--- config.mk ---
export PLATFORM = sky130hd
export DESIGN_NAME = l2_mem_scheduler
export DESIGN_NICKNAME = d
export VERILOG_FILES = /design/src/rtl/l2_mem_scheduler.sv
export SDC_FILE = /design/constraint.sdc
export NUM_CORES = 1
export LEC_CHECK = 0
export ABC_CLOCK_PERIOD_IN_PS = 3200
export BUFFER_PORTS_ARGS = -buffer_cell sky130_fd_sc_hd__buf_2
export CORE_AREA = 4 4 117 119
export DETAILED_ROUTE_END_ITERATION = 7
export DIE_AREA = 0 0 121 123
export HOLD_SLACK_MARGIN = 0.05
export PLACE_DENSITY_LB_ADDON = 0.05
export SYNTH_ARGS = -nofsm -noshare
export SYNTH_HDL_FRONTEND = slang
export SYNTH_SLANG_ARGS = --single-unit
--- constraint.sdc ---
create_clock -name clk -period 3.2 [get_ports clk]
set_input_delay 0.16 -clock clk [delete_from_list [all_inputs] [get_ports clk]]
set_output_delay 0.16 -clock clk [all_outputs]
set_load 0.05 [all_outputs]
--- src/rtl/l2_mem_scheduler.sv ---
// l2_mem_scheduler: round-robin sharing of one memory port among L2 banks, with in-order
// response routing through a bank-ID tracking FIFO.
module l2_mem_scheduler #(
    parameter int NUM_BANKS   = 2,
    parameter int OUTST_DEPTH = 4,
    parameter int TIMEOUT_CYC = 1024,
    parameter int AW          = 32,
    parameter int DW          = 32
) (
    input  logic                           clk,
    input  logic                           rst,
    input  logic                           flush,
    input  logic [NUM_BANKS-1:0]           bank_req_valid,
    input  logic [NUM_BANKS-1:0]           bank_req_we,
    input  logic [NUM_BANKS*AW-1:0]        bank_req_addr,
    input  logic [NUM_BANKS*DW-1:0]        bank_req_wdata,
    output logic [NUM_BANKS-1:0]           bank_res_ready,
    output logic [NUM_BANKS-1:0]           bank_res_valid,
    output logic [NUM_BANKS*DW-1:0]        bank_res_data,
    output logic                           mem_req_valid,
    output logic                           mem_req_we,
    output logic [AW-1:0]                  mem_req_addr,
    output logic [DW-1:0]                  mem_req_wdata,
    input  logic                           mem_res_ready,
    input  logic                           mem_res_valid,
    input  logic [DW-1:0]                  mem_res_data,
    output logic                           busy,
    output logic [$clog2(OUTST_DEPTH):0]   outst,
    output logic                           timeout,
    output logic                           err
);
    localparam int IW = $clog2(NUM_BANKS);
    localparam int PW = $clog2(OUTST_DEPTH);
    localparam int OW = PW + 1;
    localparam int TW = $clog2(TIMEOUT_CYC + 1);
    localparam logic [OW-1:0] FULL = OW'(OUTST_DEPTH);
    localparam logic [TW-1:0] TMAX = TW'(TIMEOUT_CYC);

    typedef enum logic {IDLE, ISSUE} state_t;

    state_t        state;
    logic [IW-1:0] rr_ptr, win, head;
    logic [IW-1:0] ids [OUTST_DEPTH];
    logic [PW-1:0] wr_ptr, rd_ptr;
    logic [TW-1:0] tcnt, tcnt_nxt;
    logic          any, capture, pop;

    // Lowest valid bank overall, overridden by the lowest valid bank at or above rr_ptr.
    always_comb begin
        win = rr_ptr;
        any = 1'b0;
        for (int b = NUM_BANKS - 1; b >= 0; b--)
            if (bank_req_valid[b]) begin
                win = IW'(b);
                any = 1'b1;
            end
        for (int b = NUM_BANKS - 1; b >= 0; b--)
            if (bank_req_valid[b] && IW'(b) >= rr_ptr) win = IW'(b);
    end

    assign head     = ids[rd_ptr];
    assign capture  = !rst && state == IDLE && any && !flush && outst != FULL;
    assign pop      = mem_res_valid && outst != '0;
    assign tcnt_nxt = (pop || outst == '0) ? '0 : (tcnt == TMAX ? tcnt : tcnt + 1'b1);
    assign busy     = state != IDLE || outst != '0;
    assign bank_res_ready = capture ? {{(NUM_BANKS-1){1'b0}}, 1'b1} << win : '0;

    for (genvar b = 0; b < NUM_BANKS; b++) begin : g_res
        assign bank_res_valid[b]          = pop && head == IW'(b);
        assign bank_res_data[b*DW +: DW]  = bank_res_valid[b] ? mem_res_data : '0;
    end

    always_ff @(posedge clk)
        if (capture) ids[wr_ptr] <= win;

    always_ff @(posedge clk or posedge rst) begin
        if (rst) begin
            state         <= IDLE;
            rr_ptr        <= '0;
            wr_ptr        <= '0;
            rd_ptr        <= '0;
            outst         <= '0;
            tcnt          <= '0;
            timeout       <= 1'b0;
            err           <= 1'b0;
            mem_req_valid <= 1'b0;
            mem_req_we    <= 1'b0;
            mem_req_addr  <= '0;
            mem_req_wdata <= '0;
        end else begin
            outst <= outst + OW'(capture) - OW'(pop);
            tcnt  <= tcnt_nxt;
            if (tcnt_nxt == TMAX) timeout <= 1'b1;
            if (mem_res_valid && outst == '0) err <= 1'b1;
            if (pop) rd_ptr <= rd_ptr + 1'b1;
            if (capture) begin
                state         <= ISSUE;
                wr_ptr        <= wr_ptr + 1'b1;
                rr_ptr        <= win == IW'(NUM_BANKS - 1) ? '0 : win + 1'b1;
                mem_req_valid <= 1'b1;
                mem_req_we    <= bank_req_we[win];
                mem_req_addr  <= bank_req_addr[win*AW +: AW];
                mem_req_wdata <= bank_req_wdata[win*DW +: DW];
            end else if (state == ISSUE && mem_res_ready) begin
                state         <= IDLE;
                mem_req_valid <= 1'b0;
            end
        end
    end
endmodule

==> flow_summary.ini, run 1 <==
[clocking]
tritoncts = yes
cts.sinks = 91
cts.clk_slew.worst_paths_ns = 0.06
h-tree-depth = 3
clk_latency_ns = 0.33
clockBufferDepth = 2
ctsResizeCount = 0
cts-root-buf = clkbuf_16
cts_inserted_buffers = 9

[critical_path]
path_cells = nor2_1 > a2111oi_0 > o21ai_4 > ha_1 > inv_1 > ha_1 > fa_1 > xnor2_1 > xnor2_1
worstSetupPathType = flip-flop to flip-flop
cp.depth = 9
end_kind = flip-flop
crit_path_start_kind = flip-flop
critPathMaxStageDelay_ns = 0.72
crit_path_top_delay_cell = a2111oi_0
critPathArrivalTime_ns = 2.87
path_max_fanout = 5
cp_top_family = adder cells
required_ns = 3.45
crit_buf_inv = 1
rr_worst_depth = 9

[sta]
finalCritPeriodShare_pct = 82.1
worst_slack_ns = 0.573
period_needed_ns = 2.63
hold_violations = 0
fin_setup_tns_ns = 0
clock-skew-final_ns = 0.00534
worst_pin_slew_ns = 0.813
max_freq_mhz = 381
slew_viol_final = 0
setup_viol = 0
rsz0062_at_grt = false
max_slew_margin_pct = 45.8

[logic_synthesis]
async_flop_share_pct = 95.6
ys.flop_type = dfrtp_1
yosys_warnings = 0
yosysTopAreaCell = dfrtp_1
syn_nets = 669
netlist_area_mm2 = 0.00478
ys_ff_latch = 91
yosysUniqueCellTypes = 41
yosys-top-cells-area = dfrtp_1, mux2i_1, and2_1
synth_seq_area_share_pct = 48.0
synth.top_cell.area_share_pct = 45.5
synth_enable_flop_cells = 4
syn_inst = 491
avgSynthCellArea_um2 = 9.74

[run_status]
outcome = complete, no violations

[hold_path]
min_path_type = input port to flip-flop
min_path_cells = 2

[routing]
m1WireLength_mm = 5.44
ant_nets = 0
wl_mm = 13.7
drtIter0Drc = 127
highest_layer = met4
route.met3.wl_mm = 1.16
drc = 0
dr.pass1.iters = 4
via_count = 4367
via_per_inst = 4.53
wl_per_cell_um = 14.2
wl_met2_mm = 6.89

[job]
cap_violations = 0

[cells_and_area]
final_cell_count_no_fill = 965
nets = 966
num-fill-cells = 1176
design_area_mm2 = 0.00684
syn_to_final_growth_pct = 43.1
drive_gt1_share_pct = 43.0
antenna_cells = 0

[grt]
gr-usage-all-layers_pct = 18.0
antenna_found_initial = 0
grt_pass1_wl_mm = 21.3
grt-ovfl-total = 0
grt_max_degree = 88
grt_pass1_vias = 4360

[floorplan]
dieWidth_um = 121
die_area_mm2 = 0.0149
fp.coreArea_mm2 = 0.0126
pin_count = 309
initial_utilization_pct = 38.1
rows = 41
die_h_um = 123

[placed_design]
io_buffers = 308
placed_cells = 947
gp_congestion = 0.823
dpl-instance-area_mm2 = 0.00649
place_hpwl_mm = 11.2
placement.setup.worst_slack_ns = 0.536

[power]
vdd_ir_drop_max_mv = 0.507
p_leak_nw = 3.75
power.density_mw_per_mm2 = 1070
## metal layers
layer  up-vias  GRT usage (%)
li1       2233              -
met1      1932           21.1
met2       186           31.9
met3        16           4.80
met4         0           6.44
met5         -              0
## synthesized netlist by cell type, types with 5 or more instances
cell type   n
nor2_1     22
xnor2_1    12
nand2_1    72
o21ai_0    67
dfrtp_1    87
inv_1      18
buf_2       5
nor3_1      5
and2_1     64
mux2i_1    65
ha_1        8
clkbuf_1   26
## power by group
group,leakage (nW),internal [mW],switching [mW]
Sequential,1.12,1.66,0.296
Clock,0.165,0.735,0.430
Combinational,2.46,1.02,3.21
Total,3.75,3.42,3.94
## sequential cells by signal, indices dropped and copies added (netlist names)
signal and flops:
err 1, tcnt 11, mem_req_addr 32, ids 4, mem_req_wdata 32, timeout 1
state 1, mem_req_we 1, rd_ptr 2, outst 3, rr_ptr 1, wr_ptr 2
## cells in the final DEF, fill, tap and decap left out, types with 2 or more instances in the layout
master,instances
a21o_1,2
a31oi_1,2
and2_1,64
buf_2,308
buf_4,7
bufinv_16,2
clkbuf_16,10
clkinv_2,2
dfrtp_1,87
dlygate4sd3_1,2
edfxtp_1,4
ha_1,8
inv_1,17
mux2i_1,65
nand2_1,72
nand3_1,4
nand4_1,3
nor2_1,22
nor3_1,5
o21ai_0,67
xnor2_1,12
xor2_1,2
## through the flow
step | power [mW] | utilization (%) | hold slack, ns
floorplan | 5.19 | - | 0.256
global placement | 6.21 | 51.6 | 0.247
detailed placement | 6.27 | 51.6 | 0.255
CTS | 7.46 | 54.4 | 0.0801
global route | 7.80 | 54.4 | 0.0819
finish | 7.35 | 54.4 | 0.101
## final cells by class
class / instances / area, µm² / share of cell area (%)
Clock buffer: 11 / 254 / 3.71
Clock inverter: 5 / 82.6 / 1.21
Inverter: 18 / 68.8 / 1.01
Multi-Input combinational cell: 351 / 2310 / 33.8
Sequential cell: 91 / 2300 / 33.6
Tap cell: 172 / 215 / 3.14
Timing Repair Buffer: 317 / 1610 / 23.6
## timing repair
| item | CTS | global route |
|---|---|---|
| endpoints found under the hold margin | 32 | 0 |
| buffers inserted | 0 | 0 |
| hold buffers | 2 | 0 |
## cell families (layout without fill, tap and decap cells)
kind of cell               after synthesis  count (layout)  share of synthesized area (%)
AOI/OAI and AO/OA                       82              82                           9.70
xor gates and xnor gates                14              14                           2.56
adders and majority gates               10              10                           2.72
buffers and inverters                   49             351                           3.98
DFF                                     91              91                           48.0
muxes                                   67              67                           14.3
and+or+nand+nor                        178             178                           18.7
## path summary, 6_finish.rpt
check,from,endpoint,slack [ns]
max in group asynchronous,rst,mem_req_wdata[15]$_DFFE_PP0P_,1.95
setup / recovery,outst[0]$_DFF_PP0_,outst[2]$_DFF_PP0_,0.57
hold / removal,mem_res_valid,err$_DFFE_PP0P_,0.10
min in group asynchronous,rst,outst[1]$_DFF_PP0_,0.43
hold reg to reg,err$_DFFE_PP0P_,err$_DFFE_PP0P_,0.46
setup reg to reg,outst[0]$_DFF_PP0_,outst[2]$_DFF_PP0_,0.57
(Power assumes the default switching activity.)
==> run 2, diff against run 1 <==
Settings changed: ABC_CLOCK_PERIOD_IN_PS 3200 to 2750.
Clock period 3.2 ns to 2.75 ns, I/O delays scaled along.
==> flow_summary.ini, run 2 (synthesis gave the netlist of run 1 again) <==
[grt]
grt-ovfl-total = 0
grt_max_degree = 96
grt_pass1_wl_mm = 21.6
gr-usage-all-layers_pct = 18.1
antenna_found_initial = 0
grt_pass1_vias = 4428

[routing]
via_per_inst = 4.58
drc = 0
via_count = 4429
wl_mm = 13.8
dr.pass1.iters = 4
wl_per_cell_um = 14.3
drtIter0Drc = 136
ant_nets = 0

[cells_and_area]
drive_gt1_share_pct = 43.6
layout_common_cells = buf_2, dfrtp_1, nand2_1
largest_registers = mem_req_addr x32, mem_req_wdata x32, tcnt x11
nets = 969
syn_to_final_growth_pct = 42.6
antenna_cells = 0
final_common_cell = buf_2

[sta]
rsz0062_at_grt = false
fin_setup_tns_ns = 0
slew_viol_final = 0
hold_violations = 0
period_needed_ns = 2.44
clock-skew-final_ns = 0.0105
setup_viol = 0
max_slew_margin_pct = 46.4
max_freq_mhz = 410
finalCritPeriodShare_pct = 88.7
worst_pin_slew_ns = 0.804

[critical_path]
worstSetupPathType = flip-flop to primary output
crit_path_top_delay_cell = a2111oi_1
path_cells = a2111oi_1 > buf_4 > o21ai_4 > buf_4 > nor2_1 > buf_2
path_max_fanout = 45
crit_buf_inv = 3
critPathArrivalTime_ns = 2.30
cp.depth = 6
rr_worst_depth = 9
critPathMaxStageDelay_ns = 0.47
end_kind = primary output
crit_top_cell = buf_4
crit_path_start_kind = flip-flop
required_ns = 2.61
cp_top_family = buffers and inverters

[placed_design]
gp_congestion = 0.797
io_buffers = 308
place_hpwl_mm = 11.2

[clocking]
h-tree-depth = 3
cts.clk_slew.worst_paths_ns = 0.07
cts.sinks = 91
cts-root-buf = clkbuf_16
clockBufferDepth = 2
clk_latency_ns = 0.34
cts_inserted_buffers = 9
tritoncts = yes

[power]
vdd_ir_drop_max_mv = 0.641
power_mw = 8.37
power.density_mw_per_mm2 = 1230
p_leak_nw = 3.73

[floorplan]
pin_count = 309
rows = 41
initial_utilization_pct = 38.1
dieWidth_um = 121
die_area_mm2 = 0.0149
fp.coreArea_mm2 = 0.0126
die_h_um = 123

[run_status]
outcome = complete, no violations

[hold_path]
min_path_cells = 2
min_path_type = input port to flip-flop

[job]
cap_violations = 0
run 2: changes by cell type in the layout (fill, tap and decap cells not counted), sizes merged:
cell / before / now
clkinvlp: 0 / 1
clkinv: 3 / 4
bufinv: 2 / 0
clkbuf: 11 / 10
buf: 315 / 318
inv: 18 / 19
run 2: metrics by stage:
| step | utilization, % | cell area, µm² | std cells | worst slack [ns] | hold slack [ns] |
|---|---|---|---|---|---|
| 6_report | 54.3 | 6820 | 968 | 0.311 | 0.0801 |
| 5_1_grt | 54.3 | 6820 | 968 | 0.208 | 0.0939 |
| 4_1_cts | 54.3 | 6820 | 968 | 0.277 | 0.0650 |
| 3_5_place_dp | 51.9 | 6530 | 950 | 0.333 | 0.330 |
| 3_3_place_gp | 51.9 | 6530 | 950 | 0.369 | 0.333 |
| 2_1_floorplan | - | 4790 | 491 | 0.0222 | 0.234 |
run 2: final timing paths:
kind                                                   from                          end  slack [ns]
worst max-delay path                     outst[2]$_DFF_PP0_            bank_res_ready[0]        0.31
worst min-delay path                          mem_res_valid              err$_DFFE_PP0P_        0.08
worst max register to register           outst[2]$_DFF_PP0_           outst[2]$_DFF_PP0_        0.32
worst min register to register  mem_req_addr[5]$_DFFE_PP0P_  mem_req_addr[5]$_DFFE_PP0P_        0.47
max in group asynchronous                               rst           outst[2]$_DFF_PP0_        1.42
min in group asynchronous                               rst            state$_DFFE_PP0P_        0.49
run 2: worst register-to-register path: cells and delay by family, from the launching register on:
family	cells	cell delay [ns]
buf+inv	2	0.24
xor+xnor	2	0.31
flops	1	0.44
fa+ha+maj	3	0.84
compound gates	2	0.53
run 2: cell type report:
cell class,count,area [µm²]
multi-input combinational,351,2310
clock inverter,6,47.5
tap,172,215
sequential,91,2300
clock buffer,10,229
inverter,18,68.8
timing repair buffer,320,1650
fill,1180,5750
run 2: routing by layer:
layer | wire (µm) | track usage [%] | vias up
met5 | 0 | 0 | -
met4 | 188 | 5.59 | 0
met3 | 1170 | 4.62 | 14
met2 | 7120 | 32.8 | 190
met1 | 5360 | 21.1 | 1980
li1 | - | - | 2245
run 2: where the power goes:
group	switching, mW	leakage, nW	internal (mW)	total [mW]
combinational	3.75	2.48	1.22	4.96
clock	0.513	0.133	0.620	1.13
sequential	0.345	1.12	1.93	2.28
run 2: repair_timing:
action,4_1_cts,5_1_grt
hold buffers,2,0
resized for setup,0,0
endpoints found under the hold margin,45,0
buffers inserted,0,0
==> run 3, diff against run 2 <==
==> constraint.sdc (replaced) <==
create_clock -name clk -period 2.75 [get_ports clk]
set_input_delay 0.1375 -clock clk [delete_from_list [all_inputs] [get_ports clk]]
set_output_delay 0.1375 -clock clk [all_outputs]
set_load 0.005 [all_outputs]
==> flow_summary.ini, run 3 (synthesis gave the netlist of run 1 again) <==
[sta]
worst_pin_slew_ns = 0.836
max_slew_margin_pct = 44.3
setup_viol = 0
hold_violations = 0
whs_ns = 0.0703
slew_viol_final = 0
finalCritPeriodShare_pct = 89.0
fin_setup_tns_ns = 0
rsz0062_at_grt = false
period_needed_ns = 2.45
max_freq_mhz = 408
clock-skew-final_ns = 0.00364
worst_slack_ns = 0.302

[power]
power_mw = 5.87
vdd_ir_drop_max_mv = 0.408
combPwrFrac_pct = 41.0
p_int_mw = 3.80
p_leak_nw = 3.73
pwr-share-clk_pct = 20.5
swShare_pct = 35.3
power_frac_seq_pct = 38.5
p_switching_mw = 2.07
power.density_mw_per_mm2 = 861

[cells_and_area]
largest_registers = mem_req_addr x32, mem_req_wdata x32, tcnt x11
layout_common_cells = buf_2, dfrtp_1, nand2_1
drive_gt1_share_pct = 43.1
syn_to_final_growth_pct = 42.6
design_area_mm2 = 0.00682
nets = 965
antenna_cells = 0
final_common_cell = buf_2
num-fill-cells = 1144

[routing]
drc = 0
via_per_inst = 4.54
wl_per_cell_um = 14.2
via_count = 4376
ant_nets = 0
drtIter0Drc = 117
wl_mm = 13.6
dr.pass1.iters = 4

[critical_path]
end_kind = flip-flop
worstSetupPathType = flip-flop to flip-flop
rr_worst_depth = 10
required_ns = 3.00
crit_path_start_kind = flip-flop
critPathArrivalTime_ns = 2.70
path_max_fanout = 5

[grt]
gr-usage-all-layers_pct = 18.0
grt_max_degree = 76
grt_pass1_vias = 4420
grt_pass1_wl_mm = 21.2
antenna_found_initial = 1
grt-ovfl-total = 0

[placed_design]
place_hpwl_mm = 11.0
dpl-instance-area_mm2 = 0.00650
placement.setup.worst_slack_ns = 0.298
io_buffers = 308
gp_congestion = 0.811

[floorplan]
pin_count = 309
fp.coreArea_mm2 = 0.0126
dieWidth_um = 121
die_area_mm2 = 0.0149
initial_utilization_pct = 38.1
die_h_um = 123
rows = 41

[clocking]
cts_inserted_buffers = 9
cts-root-buf = clkbuf_16
clockBufferDepth = 2
tritoncts = yes
post-cts-setup-buffers = 0
cts.clk_slew.worst_paths_ns = 0.06
cts.sinks = 91
clk_latency_ns = 0.33
h-tree-depth = 3

[hold_path]
min_path_type = input port to flip-flop
min_path_cells = 2

[job]
cap_violations = 0

[run_status]
outcome = complete, no violations
-- run 3: critical path: stages (launching register included) --
cell and delay (ns):
dfrtp_1 0.41, nor2_1 0.06, a2111oi_0 0.42, buf_4 0.20, o21ai_4 0.06, ha_1 0.27
inv_1 0.03, ha_1 0.18, fa_1 0.38, xnor2_1 0.20, xnor2_1 0.15
-- run 3: layer usage --
metal  global-route usage (%)  part of all wire [%]
met5                        0                 0.051
met1                     20.7                    39
met3                     5.58                   9.0
met4                     5.59                   1.6
met2                     32.0                    50
-- run 3: stage by stage --
step                std cells  util (%)
CTS                       964      54.3
detailed placement        946      51.7
global placement          946      51.7
finish                    964      54.3
floorplan                 491         -
global route              964      54.3
-- run 3: layout make-up --
type	instances	area [µm²]	share of cell area (%)
Multi-Input combinational cell	351	2310	33.9
Timing Repair Buffer	316	1630	23.9
Clock buffer	11	264	3.87
Sequential cell	91	2300	33.7
Inverter	18	68.8	1.01
Tap cell	172	215	3.15
Clock inverter	5	33.8	0.495
-- run 3: path summary, 6_finish.rpt --
check / startpoint / to / slack [ns]
worst min-delay path: mem_res_valid / err$_DFFE_PP0P_ / 0.07
worst max-delay path: outst[0]$_DFF_PP0_ / outst[2]$_DFF_PP0_ / 0.30
min in group asynchronous: rst / outst[1]$_DFF_PP0_ / 0.47
worst max register to register: outst[0]$_DFF_PP0_ / outst[2]$_DFF_PP0_ / 0.30
max in group asynchronous: rst / mem_req_wdata[29]$_DFFE_PP0P_ / 1.59
worst min register to register: err$_DFFE_PP0P_ / err$_DFFE_PP0P_ / 0.47
-- run 3: repair_timing --
item	CTS	global route
gates resized for setup	0	0
hold endpoints to repair	42	0
hold buffers	2	0
-- run 3: power by group through the flow --
| stage | clock network [mW] | logic [mW] | registers (mW) |
|---|---|---|---|
| floorplan | 0 | 1.24 | 2.31 |
| global placement | 0 | 2.42 | 2.27 |
| detailed placement | 0 | 2.48 | 2.28 |
| CTS | 1.24 | 2.47 | 2.27 |
| global route | 1.30 | 2.73 | 2.35 |
| finish | 1.20 | 2.41 | 2.26 |
